## config.mk

```make
export PLATFORM = sky130hd
export DESIGN_NAME = uart_apb_regs_flat
export DESIGN_NICKNAME = d
export VERILOG_FILES = /design/src/rtl/uart_apb_regs_pkg.sv /design/src/rtl/uart_apb_regs_if.sv /design/src/rtl/uart_err_latch.sv /design/src/rtl/uart_apb_regs.sv /design/src/flat_wrapper.sv
export SDC_FILE = /design/constraint.sdc
export NUM_CORES = 1
export LEC_CHECK = 0
export BUFFER_PORTS_ARGS = -buffer_cell sky130_fd_sc_hd__clkbuf_2
export CAP_MARGIN = 20
export CELL_PAD_IN_SITES_DETAIL_PLACEMENT = 0
export CELL_PAD_IN_SITES_GLOBAL_PLACEMENT = 1
export CORE_AREA = 2 2 91 93
export CTS_CLUSTER_SIZE = 25
export DETAILED_ROUTE_END_ITERATION = 16
export DIE_AREA = 0 0 93 95
export GPL_ROUTABILITY_DRIVEN = 0
export HOLD_SLACK_MARGIN = 0.15
export PLACE_DENSITY = 0.86
export SLEW_MARGIN = 10
export SYNTH_ARGS = -nofsm -noshare
export SYNTH_HDL_FRONTEND = slang
export SYNTH_SLANG_ARGS = --single-unit
```

## constraint.sdc

```tcl
create_clock -name clk -period 1.75 [get_ports clk]
set_input_delay 0.0875 -clock clk [delete_from_list [all_inputs] [get_ports clk]]
set_output_delay 0.0875 -clock clk [all_outputs]
set_load 0.005 [all_outputs]
```

## src/rtl/uart_apb_regs_pkg.sv

```systemverilog
// Shared definitions for the UART APB register front-end.
// Holds register offsets, field bit positions, reset constants,
// the CFG payload struct and a CFG validity helper.
package uart_regs_pkg;

    localparam int unsigned ADDR_W = 5;
    localparam int unsigned DATA_W = 32;
    localparam int unsigned BAUD_W = 20;
    localparam int unsigned DLEN_W = 4;
    localparam int unsigned CNT_W  = 5;
    localparam int unsigned BYTE_W = 8;
    localparam int unsigned ERR_W  = 4;
    localparam int unsigned IEN_W  = 3;
    localparam int unsigned CFG_W  = 27;

    // Register byte offsets
    localparam logic [ADDR_W-1:0] ADDR_DATA = 5'h00;
    localparam logic [ADDR_W-1:0] ADDR_CFG  = 5'h04;
    localparam logic [ADDR_W-1:0] ADDR_STAT = 5'h08;
    localparam logic [ADDR_W-1:0] ADDR_ERR  = 5'h0C;
    localparam logic [ADDR_W-1:0] ADDR_IEN  = 5'h10;

    // CFG field positions (mirrored by cfg_t layout)
    localparam int unsigned CFG_BAUD_LSB    = 0;
    localparam int unsigned CFG_DLEN_LSB    = 20;
    localparam int unsigned CFG_CHECK_BIT   = 24;
    localparam int unsigned CFG_STCHECK_BIT = 25;
    localparam int unsigned CFG_PARITY_BIT  = 26;

    // STATUS field positions
    localparam int unsigned STAT_RXCNT_LSB   = 0;
    localparam int unsigned STAT_TXCNT_LSB   = 5;
    localparam int unsigned STAT_RXEMPTY_BIT = 10;
    localparam int unsigned STAT_TXFULL_BIT  = 11;
    localparam int unsigned STAT_RXWORK_BIT  = 12;
    localparam int unsigned STAT_TXWORK_BIT  = 13;

    // ERR field positions
    localparam int unsigned ERR_PAR_BIT   = 0;
    localparam int unsigned ERR_STOP_BIT  = 1;
    localparam int unsigned ERR_TXOVF_BIT = 2;
    localparam int unsigned ERR_RXUNF_BIT = 3;

    // IRQ_EN field positions
    localparam int unsigned IEN_RX_BIT  = 0;
    localparam int unsigned IEN_TX_BIT  = 1;
    localparam int unsigned IEN_ERR_BIT = 2;

    // Reset and legal-range constants
    localparam logic [DLEN_W-1:0] RST_DLEN    = 4'd8;
    localparam logic              RST_CHECK   = 1'b1;
    localparam logic              RST_STCHECK = 1'b1;
    localparam logic              RST_PARITY  = 1'b0;
    localparam logic [DLEN_W-1:0] DLEN_MIN    = 4'd5;
    localparam logic [DLEN_W-1:0] DLEN_MAX    = 4'd8;

    // CFG register payload, packed in register bit order (bit 0 = baud LSB)
    typedef struct packed {
        logic              parity;
        logic              st_check;
        logic              check;
        logic [DLEN_W-1:0] dlen;
        logic [BAUD_W-1:0] baud;
    } cfg_t;

    // A CFG write is accepted only as a whole and only with sane framing/baud
    function automatic logic cfg_valid(input cfg_t c);
        return (c.dlen >= DLEN_MIN) && (c.dlen <= DLEN_MAX) && (c.baud != '0);
    endfunction

endpackage

```

## src/rtl/uart_apb_regs_if.sv

```systemverilog
// APB3 completer-side bus bundle for the UART register block.
// Ports: psel/penable/pwrite/paddr/pwdata from the requester,
// prdata/pready/pslverr back from the completer.
interface uart_apb_regs_if;
    import uart_regs_pkg::*;

    logic              psel;
    logic              penable;
    logic              pwrite;
    logic [ADDR_W-1:0] paddr;
    logic [DATA_W-1:0] pwdata;
    logic [DATA_W-1:0] prdata;
    logic              pready;
    logic              pslverr;

    modport master (
        output psel, penable, pwrite, paddr, pwdata,
        input  prdata, pready, pslverr
    );

    modport slave (
        input  psel, penable, pwrite, paddr, pwdata,
        output prdata, pready, pslverr
    );

endinterface

```

## src/rtl/uart_err_latch.sv

```systemverilog
// Registered acknowledge plus sticky W1C flag for one UART line error.
// Ports: clk, rstn; err_in (raw UART error level), clr (software W1C);
// ack (err_in delayed one cycle), sticky (set by err_in, cleared by clr).
module uart_err_latch (
    input  logic clk,
    input  logic rstn,
    input  logic err_in,
    input  logic clr,
    output logic ack,
    output logic sticky
);

    // A set in the same cycle as a clear wins
    always_ff @(posedge clk or negedge rstn) begin
        if (!rstn) begin
            ack    <= 1'b0;
            sticky <= 1'b0;
        end else begin
            ack <= err_in;
            if (err_in) begin
                sticky <= 1'b1;
            end else if (clr) begin
                sticky <= 1'b0;
            end
        end
    end

endmodule

```

## src/rtl/uart_apb_regs.sv

```systemverilog
// APB3 register front-end for the UART core.
// Ports: clk, rstn; apb (APB3 slave bundle, zero wait state);
// UART controls uart_buad/data_length/check/st_check/parity,
// TX push tx_in_data/tx_fifo_write, RX pop rx_fifo_read,
// error acks p_error_ack/st_error_ack; UART status inputs
// data_to_reg, rx/tx_fifo_cnt, rx_fifo_empty, tx_fifo_full,
// rx_work, tx_work, p_error, st_error; level interrupt irq.
module uart_apb_regs
    import uart_regs_pkg::*;
#(
    parameter int unsigned        CLK_FREQ = 50_000_000,
    parameter logic [BAUD_W-1:0]  RST_BAUD = 20'd115200
) (
    input  logic              clk,
    input  logic              rstn,
    uart_apb_regs_if.slave    apb,
    output logic [BAUD_W-1:0] uart_buad,
    output logic [DLEN_W-1:0] data_length,
    output logic              check,
    output logic              st_check,
    output logic              parity,
    output logic [BYTE_W-1:0] tx_in_data,
    output logic              tx_fifo_write,
    output logic              rx_fifo_read,
    output logic              p_error_ack,
    output logic              st_error_ack,
    input  logic [BYTE_W-1:0] data_to_reg,
    input  logic [CNT_W-1:0]  rx_fifo_cnt,
    input  logic [CNT_W-1:0]  tx_fifo_cnt,
    input  logic              rx_fifo_empty,
    input  logic              tx_fifo_full,
    input  logic              rx_work,
    input  logic              tx_work,
    input  logic              p_error,
    input  logic              st_error,
    output logic              irq
);

    // CLK_FREQ is informational only; this empty block just names it at elaboration
    if (CLK_FREQ == 0) begin : g_clk_freq_unset
    end

    localparam cfg_t CFG_RST = '{
        parity:   RST_PARITY,
        st_check: RST_STCHECK,
        check:    RST_CHECK,
        dlen:     RST_DLEN,
        baud:     RST_BAUD
    };

    cfg_t              cfg;
    logic [IEN_W-1:0]  ien;
    logic              tx_ovf;
    logic              rx_unf;
    logic              par_sticky;
    logic              stop_sticky;
    logic [ERR_W-1:0]  err_c;
    logic [DATA_W-1:0] stat_c;

    logic              access_c;
    logic [ADDR_W-1:0] word_addr_c;
    cfg_t              cfg_wr_c;
    logic [DATA_W-1:0] prdata_c;
    logic              pslverr_c;
    logic              push_c;
    logic              pop_c;
    logic              ovf_set_c;
    logic              unf_set_c;
    logic              cfg_we_c;
    logic              ien_we_c;
    logic [ERR_W-1:0]  err_clr_c;
    logic              irq_c;

    // Bits that carry no register meaning
    logic unused_bits;
    assign unused_bits = ^{apb.paddr[1:0], apb.pwdata[DATA_W-1:CFG_W]};

    assign access_c    = apb.psel & apb.penable;
    assign word_addr_c = {apb.paddr[ADDR_W-1:2], 2'b00};
    assign cfg_wr_c    = cfg_t'(apb.pwdata[CFG_W-1:0]);

    assign apb.prdata  = prdata_c;
    assign apb.pslverr = pslverr_c;
    assign apb.pready  = 1'b1;

    // UART control ports come straight from the CFG register
    assign uart_buad   = cfg.baud;
    assign data_length = cfg.dlen;
    assign check       = cfg.check;
    assign st_check    = cfg.st_check;
    assign parity      = cfg.parity;

    // STATUS and ERR read views
    always_comb begin
        stat_c = '0;
        stat_c[STAT_RXCNT_LSB +: CNT_W] = rx_fifo_cnt;
        stat_c[STAT_TXCNT_LSB +: CNT_W] = tx_fifo_cnt;
        stat_c[STAT_RXEMPTY_BIT]        = rx_fifo_empty;
        stat_c[STAT_TXFULL_BIT]         = tx_fifo_full;
        stat_c[STAT_RXWORK_BIT]         = rx_work;
        stat_c[STAT_TXWORK_BIT]         = tx_work;

        err_c = '0;
        err_c[ERR_PAR_BIT]   = par_sticky;
        err_c[ERR_STOP_BIT]  = stop_sticky;
        err_c[ERR_TXOVF_BIT] = tx_ovf;
        err_c[ERR_RXUNF_BIT] = rx_unf;
    end

    // Access decode: read mux, error response and register strobes
    always_comb begin
        prdata_c  = '0;
        pslverr_c = 1'b0;
        push_c    = 1'b0;
        pop_c     = 1'b0;
        ovf_set_c = 1'b0;
        unf_set_c = 1'b0;
        cfg_we_c  = 1'b0;
        ien_we_c  = 1'b0;
        err_clr_c = '0;

        if (access_c) begin
            case (word_addr_c)
                ADDR_DATA: begin
                    if (apb.pwrite) begin
                        if (tx_fifo_full) begin
                            pslverr_c = 1'b1;
                            ovf_set_c = 1'b1;
                        end else begin
                            push_c = 1'b1;
                        end
                    end else begin
                        if (rx_fifo_empty) begin
                            pslverr_c = 1'b1;
                            unf_set_c = 1'b1;
                        end else begin
                            prdata_c = DATA_W'(data_to_reg);
                            pop_c    = 1'b1;
                        end
                    end
                end
                ADDR_CFG: begin
                    if (apb.pwrite) begin
                        if (cfg_valid(cfg_wr_c)) begin
                            cfg_we_c = 1'b1;
                        end else begin
                            pslverr_c = 1'b1;
                        end
                    end else begin
                        prdata_c = DATA_W'(cfg);
                    end
                end
                ADDR_STAT: begin
                    if (!apb.pwrite) begin
                        prdata_c = stat_c;
                    end
                end
                ADDR_ERR: begin
                    if (apb.pwrite) begin
                        err_clr_c = apb.pwdata[ERR_W-1:0];
                    end else begin
                        prdata_c = DATA_W'(err_c);
                    end
                end
                ADDR_IEN: begin
                    if (apb.pwrite) begin
                        ien_we_c = 1'b1;
                    end else begin
                        prdata_c = DATA_W'(ien);
                    end
                end
                default: begin
                    pslverr_c = 1'b1;
                end
            endcase
        end
    end

    // Interrupt sources before the output register
    assign irq_c = (ien[IEN_RX_BIT]  & ~rx_fifo_empty)
                 | (ien[IEN_TX_BIT]  & (tx_fifo_cnt == '0) & ~tx_work)
                 | (ien[IEN_ERR_BIT] & (|err_c));

    // Configuration, enables, TX data latch and one-cycle FIFO strobes
    always_ff @(posedge clk or negedge rstn) begin
        if (!rstn) begin
            cfg           <= CFG_RST;
            ien           <= '0;
            tx_in_data    <= '0;
            tx_fifo_write <= 1'b0;
            rx_fifo_read  <= 1'b0;
            irq           <= 1'b0;
        end else begin
            if (cfg_we_c) begin
                cfg <= cfg_wr_c;
            end
            if (ien_we_c) begin
                ien <= apb.pwdata[IEN_W-1:0];
            end
            if (push_c) begin
                tx_in_data <= apb.pwdata[BYTE_W-1:0];
            end
            tx_fifo_write <= push_c;
            rx_fifo_read  <= pop_c;
            irq           <= irq_c;
        end
    end

    // Sticky software-side FIFO errors; set wins over W1C
    always_ff @(posedge clk or negedge rstn) begin
        if (!rstn) begin
            tx_ovf <= 1'b0;
            rx_unf <= 1'b0;
        end else begin
            if (ovf_set_c) begin
                tx_ovf <= 1'b1;
            end else if (err_clr_c[ERR_TXOVF_BIT]) begin
                tx_ovf <= 1'b0;
            end
            if (unf_set_c) begin
                rx_unf <= 1'b1;
            end else if (err_clr_c[ERR_RXUNF_BIT]) begin
                rx_unf <= 1'b0;
            end
        end
    end

    uart_err_latch u_par_err (
        .clk    (clk),
        .rstn   (rstn),
        .err_in (p_error),
        .clr    (err_clr_c[ERR_PAR_BIT]),
        .ack    (p_error_ack),
        .sticky (par_sticky)
    );

    uart_err_latch u_stop_err (
        .clk    (clk),
        .rstn   (rstn),
        .err_in (st_error),
        .clr    (err_clr_c[ERR_STOP_BIT]),
        .ack    (st_error_ack),
        .sticky (stop_sticky)
    );

endmodule

```

## src/flat_wrapper.sv

```systemverilog
// flat-port wrapper written by rule: the top's interface ports become plain ports
module uart_apb_regs_flat import uart_regs_pkg::*;
#(
    parameter int unsigned        CLK_FREQ = 50_000_000,
    parameter logic [BAUD_W-1:0]  RST_BAUD = 20'd115200
)
  (clk, rstn, uart_buad, data_length, check, st_check, parity, tx_in_data, tx_fifo_write, rx_fifo_read, p_error_ack, st_error_ack, data_to_reg, rx_fifo_cnt, tx_fifo_cnt, rx_fifo_empty, tx_fifo_full, rx_work, tx_work, p_error, st_error, irq, apb_psel, apb_penable, apb_pwrite, apb_paddr, apb_pwdata, apb_prdata, apb_pready, apb_pslverr);
  uart_apb_regs_if apb_i ();
  input  logic clk;
  input  logic rstn;
  output logic [BAUD_W-1:0] uart_buad;
  output logic [DLEN_W-1:0] data_length;
  output logic check;
  output logic st_check;
  output logic parity;
  output logic [BYTE_W-1:0] tx_in_data;
  output logic tx_fifo_write;
  output logic rx_fifo_read;
  output logic p_error_ack;
  output logic st_error_ack;
  input  logic [BYTE_W-1:0] data_to_reg;
  input  logic [CNT_W-1:0] rx_fifo_cnt;
  input  logic [CNT_W-1:0] tx_fifo_cnt;
  input  logic rx_fifo_empty;
  input  logic tx_fifo_full;
  input  logic rx_work;
  input  logic tx_work;
  input  logic p_error;
  input  logic st_error;
  output logic irq;
  input wire logic [$bits(apb_i.psel)-1:0] apb_psel;
  input wire logic [$bits(apb_i.penable)-1:0] apb_penable;
  input wire logic [$bits(apb_i.pwrite)-1:0] apb_pwrite;
  input wire logic [$bits(apb_i.paddr)-1:0] apb_paddr;
  input wire logic [$bits(apb_i.pwdata)-1:0] apb_pwdata;
  output wire logic [$bits(apb_i.prdata)-1:0] apb_prdata;
  output wire logic [$bits(apb_i.pready)-1:0] apb_pready;
  output wire logic [$bits(apb_i.pslverr)-1:0] apb_pslverr;
  assign apb_i.psel = apb_psel;
  assign apb_i.penable = apb_penable;
  assign apb_i.pwrite = apb_pwrite;
  assign apb_i.paddr = apb_paddr;
  assign apb_i.pwdata = apb_pwdata;
  assign apb_prdata = apb_i.prdata;
  assign apb_pready = apb_i.pready;
  assign apb_pslverr = apb_i.pslverr;
  uart_apb_regs #(.CLK_FREQ(CLK_FREQ), .RST_BAUD(RST_BAUD)) u_core (.clk(clk), .rstn(rstn), .apb(apb_i), .uart_buad(uart_buad), .data_length(data_length), .check(check), .st_check(st_check), .parity(parity), .tx_in_data(tx_in_data), .tx_fifo_write(tx_fifo_write), .rx_fifo_read(rx_fifo_read), .p_error_ack(p_error_ack), .st_error_ack(st_error_ack), .data_to_reg(data_to_reg), .rx_fifo_cnt(rx_fifo_cnt), .tx_fifo_cnt(tx_fifo_cnt), .rx_fifo_empty(rx_fifo_empty), .tx_fifo_full(tx_fifo_full), .rx_work(rx_work), .tx_work(tx_work), .p_error(p_error), .st_error(st_error), .irq(irq));
endmodule
```

==> report_table.html <==
<table>
<tr><th>Metric</th><th>Value</th></tr>
<tr><th colspan="2">Critical path</th></tr>
<tr><td>Data arrival at the endpoint of the critical path</td><td>between 1.5 and 2 ns</td></tr>
<tr><td>Worst setup path startpoint</td><td>apb_pwdata[15]</td></tr>
<tr><td>Worst path top cell family by delay</td><td>buffers and inverters</td></tr>
<tr><td>Crit path max fanout</td><td>8</td></tr>
<tr><td>R2r startpoint</td><td>u_core.ien[1]$_DFFE_PN0P_</td></tr>
<tr><td>Startpoint kind of the worst setup timing path</td><td>input port</td></tr>
<tr><td>Worst Path Required</td><td>about 1.9 ns</td></tr>
<tr><td>Reg-to-reg endpoint</td><td>u_core.irq$_DFF_PN0_</td></tr>
<tr><td>Critical path type</td><td>in2reg</td></tr>
<tr><td>Worst-case register-to-register setup slack</td><td>slightly above 0.7 ns</td></tr>
<tr><td>Max stage delay cell, worst path</td><td>sky130_fd_sc_hd__dlygate4sd3_1</td></tr>
<tr><td>Logic depth of the worst register-to-register path</td><td>3</td></tr>
<tr><td>CP Buf/Inv Count</td><td>3</td></tr>
<tr><td>Max stage delay on crit path</td><td>around 0.55 ns</td></tr>
<tr><td>Capturing element type of the critical path</td><td>flop</td></tr>
<tr><td>Cells along the critical path</td><td>dlygate4sd3_1 -&gt; nor4_1 -&gt; and3_4 -&gt; a2111o_1 -&gt; buf_12 -&gt; clkbuf_16 -&gt; mux2_4</td></tr>
<tr><th colspan="2">Flow run</th></tr>
<tr><td>Number of max-cap violations</td><td>0</td></tr>
<tr><th colspan="2">Die</th></tr>
<tr><td>Die Height</td><td>95 um</td></tr>
<tr><td>Top-level port count</td><td>between 100 and 150</td></tr>
<tr><td>Core Footprint</td><td>about 7900 um2</td></tr>
<tr><td>Placement Rows</td><td>33</td></tr>
<tr><td>Effective utilization at floorplan</td><td>about a third</td></tr>
<tr><td>Chip width</td><td>approximately 93 um</td></tr>
<tr><td>Total Die Area</td><td>roughly 8800 um2</td></tr>
<tr><th colspan="2">CTS</th></tr>
<tr><td>Clock transition at path regs</td><td>around 0.090 ns</td></tr>
<tr><td>TritonCTS clock tree</td><td>built</td></tr>
<tr><td>Cts bufs inserted</td><td>5</td></tr>
<tr><td>Max clock buf depth</td><td>2</td></tr>
<tr><td>Maximum level of the CTS H-tree</td><td>2</td></tr>
<tr><td>Cell at the root of the clock tree</td><td>sky130_fd_sc_hd__clkbuf_8</td></tr>
<tr><td>Clock sink count</td><td>between 40 and 50</td></tr>
<tr><td>Worst-skew pair later-pin latency</td><td>0.30 ns</td></tr>
<tr><th colspan="2">Global route</th></tr>
<tr><td>First-pass GRT wire length</td><td>between 10000 and 15000 um</td></tr>
<tr><td>Largest net degree at the start of global routing</td><td>25</td></tr>
<tr><td>GRT overflow</td><td>0</td></tr>
<tr><td>Number of antenna violations at the first check in global routing</td><td>0</td></tr>
<tr><td>Vias in the first global route</td><td>about 2.3k</td></tr>
<tr><td>All-Layer GR Usage</td><td>approximately 17%</td></tr>
<tr><th colspan="2">Cells and area</th></tr>
<tr><td>Number of non-filler instances in the completed layout</td><td>491</td></tr>
<tr><td>Leading cell type in the layout, fill and taps excluded</td><td>sky130_fd_sc_hd__clkbuf_2</td></tr>
<tr><td>Layout-stage area growth over the synthesis result</td><td>52.4%</td></tr>
<tr><td>Register area</td><td>about 1200 um2</td></tr>
<tr><td>Antenna cell count</td><td>0</td></tr>
<tr><td>Layout filler cell count</td><td>between 700 and 800</td></tr>
<tr><td>Share of final-layout standard cells stronger than drive strength 1</td><td>between 50% and 60%</td></tr>
<tr><td>Final nets</td><td>about 450</td></tr>
<tr><td>Area taken by multi-input logic gates</td><td>about 1300 um2</td></tr>
<tr><td>Highest-count cells in the layout ignoring fill and taps</td><td>sky130_fd_sc_hd__clkbuf_2 (123), sky130_fd_sc_hd__dfrtp_1 (40), sky130_fd_sc_hd__dlygate4sd3_1 (29)</td></tr>
<tr><th colspan="2">Power and ir drop</th></tr>
<tr><td>Leakage</td><td>~2 nW</td></tr>
<tr><td>Int Power</td><td>0.00188 W</td></tr>
<tr><td>Sw power</td><td>about 0.00068 W</td></tr>
<tr><td>Clock network fraction of design power</td><td>between 20 and 30%</td></tr>
<tr><td>Combinational Power Share</td><td>between 20% and 30%</td></tr>
<tr><td>Maximum vdd ir drop</td><td>0.000418 V</td></tr>
<tr><td>Switch share</td><td>26.6%</td></tr>
<tr><td>Pwr/cell area</td><td>665 nW/um2</td></tr>
<tr><td>Share of total power in sequential cells</td><td>50.1%</td></tr>
<tr><th colspan="2">Detailed routing</th></tr>
<tr><td>Average detailed-routed wire length per instance</td><td>~16 um</td></tr>
<tr><td>Drt first-iter violations</td><td>approximately 120</td></tr>
<tr><td>Drt pass-1 iters</td><td>4</td></tr>
<tr><td>Vias per cell</td><td>4.82</td></tr>
<tr><td>Routed Antenna Nets</td><td>0</td></tr>
<tr><td>Wirelength, routed</td><td>7950 um</td></tr>
<tr><td>Overall via count from detail_route</td><td>about 2.4k</td></tr>
<tr><td>Detailed-route DRC error count</td><td>0</td></tr>
<tr><th colspan="2">Timing</th></tr>
<tr><td>Final period utilization</td><td>97.8%</td></tr>
<tr><td>Smallest setup slack after layout</td><td>roughly 0.039 ns</td></tr>
<tr><td>Final setup violation count</td><td>0</td></tr>
<tr><td>RSZ-0062 raised after global routing</td><td>false</td></tr>
<tr><td>Final count of pins violating max slew</td><td>0</td></tr>
<tr><td>Count of final hold-check violations</td><td>0</td></tr>
<tr><td>Maximum clock rate</td><td>about 580 MHz</td></tr>
<tr><td>Worst-case clock skew</td><td>0.00813 ns</td></tr>
<tr><td>Final min period</td><td>~1.7 ns</td></tr>
<tr><th colspan="2">Min path</th></tr>
<tr><td>Depth of the worst hold-timing path</td><td>3</td></tr>
<tr><td>Hold path endpoint</td><td>u_core.uart_buad[2]$_DFFE_PN0P_</td></tr>
<tr><td>Worst min-delay path category</td><td>in2reg</td></tr>
<tr><td>Startpoint of the worst hold path</td><td>apb_pwdata[2]</td></tr>
<tr><th colspan="2">Synthesis</th></tr>
<tr><td>Post-synthesis cell area</td><td>2530 um2</td></tr>
<tr><td>Cell type with the largest total area after synthesis</td><td>sky130_fd_sc_hd__dfrtp_1</td></tr>
<tr><td>Number of different library cells in the post-synthesis netlist</td><td>36</td></tr>
<tr><td>Post-Synthesis Mean Instance Area</td><td>around 12 um2</td></tr>
<tr><td>Fraction of post-synthesis cell area in the top cell type by area</td><td>about two fifths</td></tr>
<tr><td>Ranking of synthesized cells by area</td><td>sky130_fd_sc_hd__dfrtp_1 (40%), sky130_fd_sc_hd__mux2_4 (12%), sky130_fd_sc_hd__mux2_2 (9.8%), sky130_fd_sc_hd__dfstp_2 (7.3%), sky130_fd_sc_hd__a22oi_1 (4.2%)</td></tr>
<tr><td>Portion of the post-synthesis area used by sequential elements</td><td>between 40 and 50%</td></tr>
<tr><td>Number of cells produced by synthesis</td><td>~220</td></tr>
<tr><td>Share of synthesized registers carrying an async set or reset</td><td>100%</td></tr>
<tr><td>Number of warnings reported in the yosys synthesis log</td><td>0</td></tr>
<tr><td>Ys flop type</td><td>sky130_fd_sc_hd__dfrtp_1</td></tr>
<tr><td>Number of storage elements in the synthesis netlist</td><td>47</td></tr>
<tr><td>Number of enable flip-flop cells after synthesis</td><td>0</td></tr>
<tr><th colspan="2">Placement</th></tr>
<tr><td>DP Worst Slack</td><td>-0.125 ns</td></tr>
<tr><td>Post-detailed-placement half-perimeter wirelength</td><td>5900 um</td></tr>
<tr><td>Port Buffer Count</td><td>approximately 130</td></tr>
<tr><td>Cells after DPL</td><td>around 450</td></tr>
<tr><th colspan="2">Outcome</th></tr>
<tr><td>Run status</td><td>completed</td></tr>
</table>
## kinds of logic (layout without fill, tap and decap cells)
family | count (synthesis) | in the layout | synth area share [%]
AOI/OAI and AO/OA | 38 | 38 | 11.2
buffers and inverters | 17 | 184 | 5.04
DFF | 47 | 47 | 46.8
muxes | 43 | 43 | 22.0
other | 2 | 6 | 0.297
and+or+nand+nor | 68 | 68 | 14.6
## layer usage
metal / wire, um / GRT usage [%] / up-vias
li1: - / - / 1113
met1: 3420 / 21.8 / 1146
met2: 4020 / 30.1 / 98
met3: 415 / 3.83 / 10
met4: 97 / 5.27 / 0
met5: 0 / 0 / -
## cell usage after synthesis (all sizes together), types with 2 or more instances
master and instances:
or3 2, mux2 42, nand2b 2, nand3 2
nor2 16, clkbuf 7, a22oi 14, buf 10
a32o 2, a21o 2, nor4 4, a2bb2oi 7
dfrtp 40, conb 2, or4 2, nor2b 6
a21oi 7, and3 3, dfstp 7, o21ai 2
nor3 3, nor4b 2, nand2 11, and2 13
## power groups by stage
stage          clock, W  combinational [W]  sequential, W
4_1_cts        0.000752           0.000540        0.00129
5_1_grt        0.000804           0.000594        0.00130
3_3_place_gp          0           0.000474        0.00130
3_5_place_dp          0           0.000487        0.00131
6_report       0.000737           0.000542        0.00129
2_1_floorplan         0           0.000224        0.00129
## flip-flops by register name, summed over array words and instances, names as in the netlist, 3 cells and up
name	cells
u_core.uart_buad	20
u_core.tx_in_data	8
u_core.ien	3
u_core.data_length	4
## layout make-up
type	count	area share, %
clock buffers	7	2.50
repair buffers	176	30.7
well taps	105	3.40
flip-flops and latches	47	30.7
multi-input cells	155	32.5
clock inverters	1	0.195
## how the worst max path moves through the flow
| stage | to | depth (start not counted) |
|---|---|---|
| after global routing | u_core.uart_buad[19]$_DFFE_PN0P_ | 7 |
| after floorplan | u_core.data_length[0]$_DFFE_PN0P_ | 6 |
| final | u_core.uart_buad[6]$_DFFE_PN0P_ | 7 |
| after global placement | u_core.uart_buad[13]$_DFFE_PN0P_ | 6 |
| after CTS | u_core.uart_buad[11]$_DFFE_PN0P_ | 7 |
| after detailed placement | u_core.uart_buad[13]$_DFFE_PN0P_ | 6 |
## per-stage QoR
stage	util [%]	total power [W]	area, um2	hold slack [ns]	setup TNS [ns]
4_1_cts	47.6	0.00258	3770	0.163	0
2_1_floorplan	-	0.00152	2550	-0.208	0
6_report	48.7	0.00257	3860	0.172	0
3_3_place_gp	42.4	0.00178	3360	-0.0292	-1.79
3_5_place_dp	42.4	0.00179	3360	-0.0197	-2.33
5_1_grt	48.7	0.00270	3860	0.173	0
## worst min-delay path, delay by kind of cell
kind | cells | cell delay, ns
buffers and inverters | 2 | 0.23
multiplexers | 1 | 0.13
## what timing repair did
| action | 4_1_cts | 5_1_grt |
|---|---|---|
| hold buffers | 31 | 0 |
| setup buffers | 0 | 1 |
| endpoints found under the hold margin | 83 | 0 |
| setup endpoints to repair | 0 | 28 |
| resized for setup | 0 | 6 |
(Power assumes the default switching activity.)
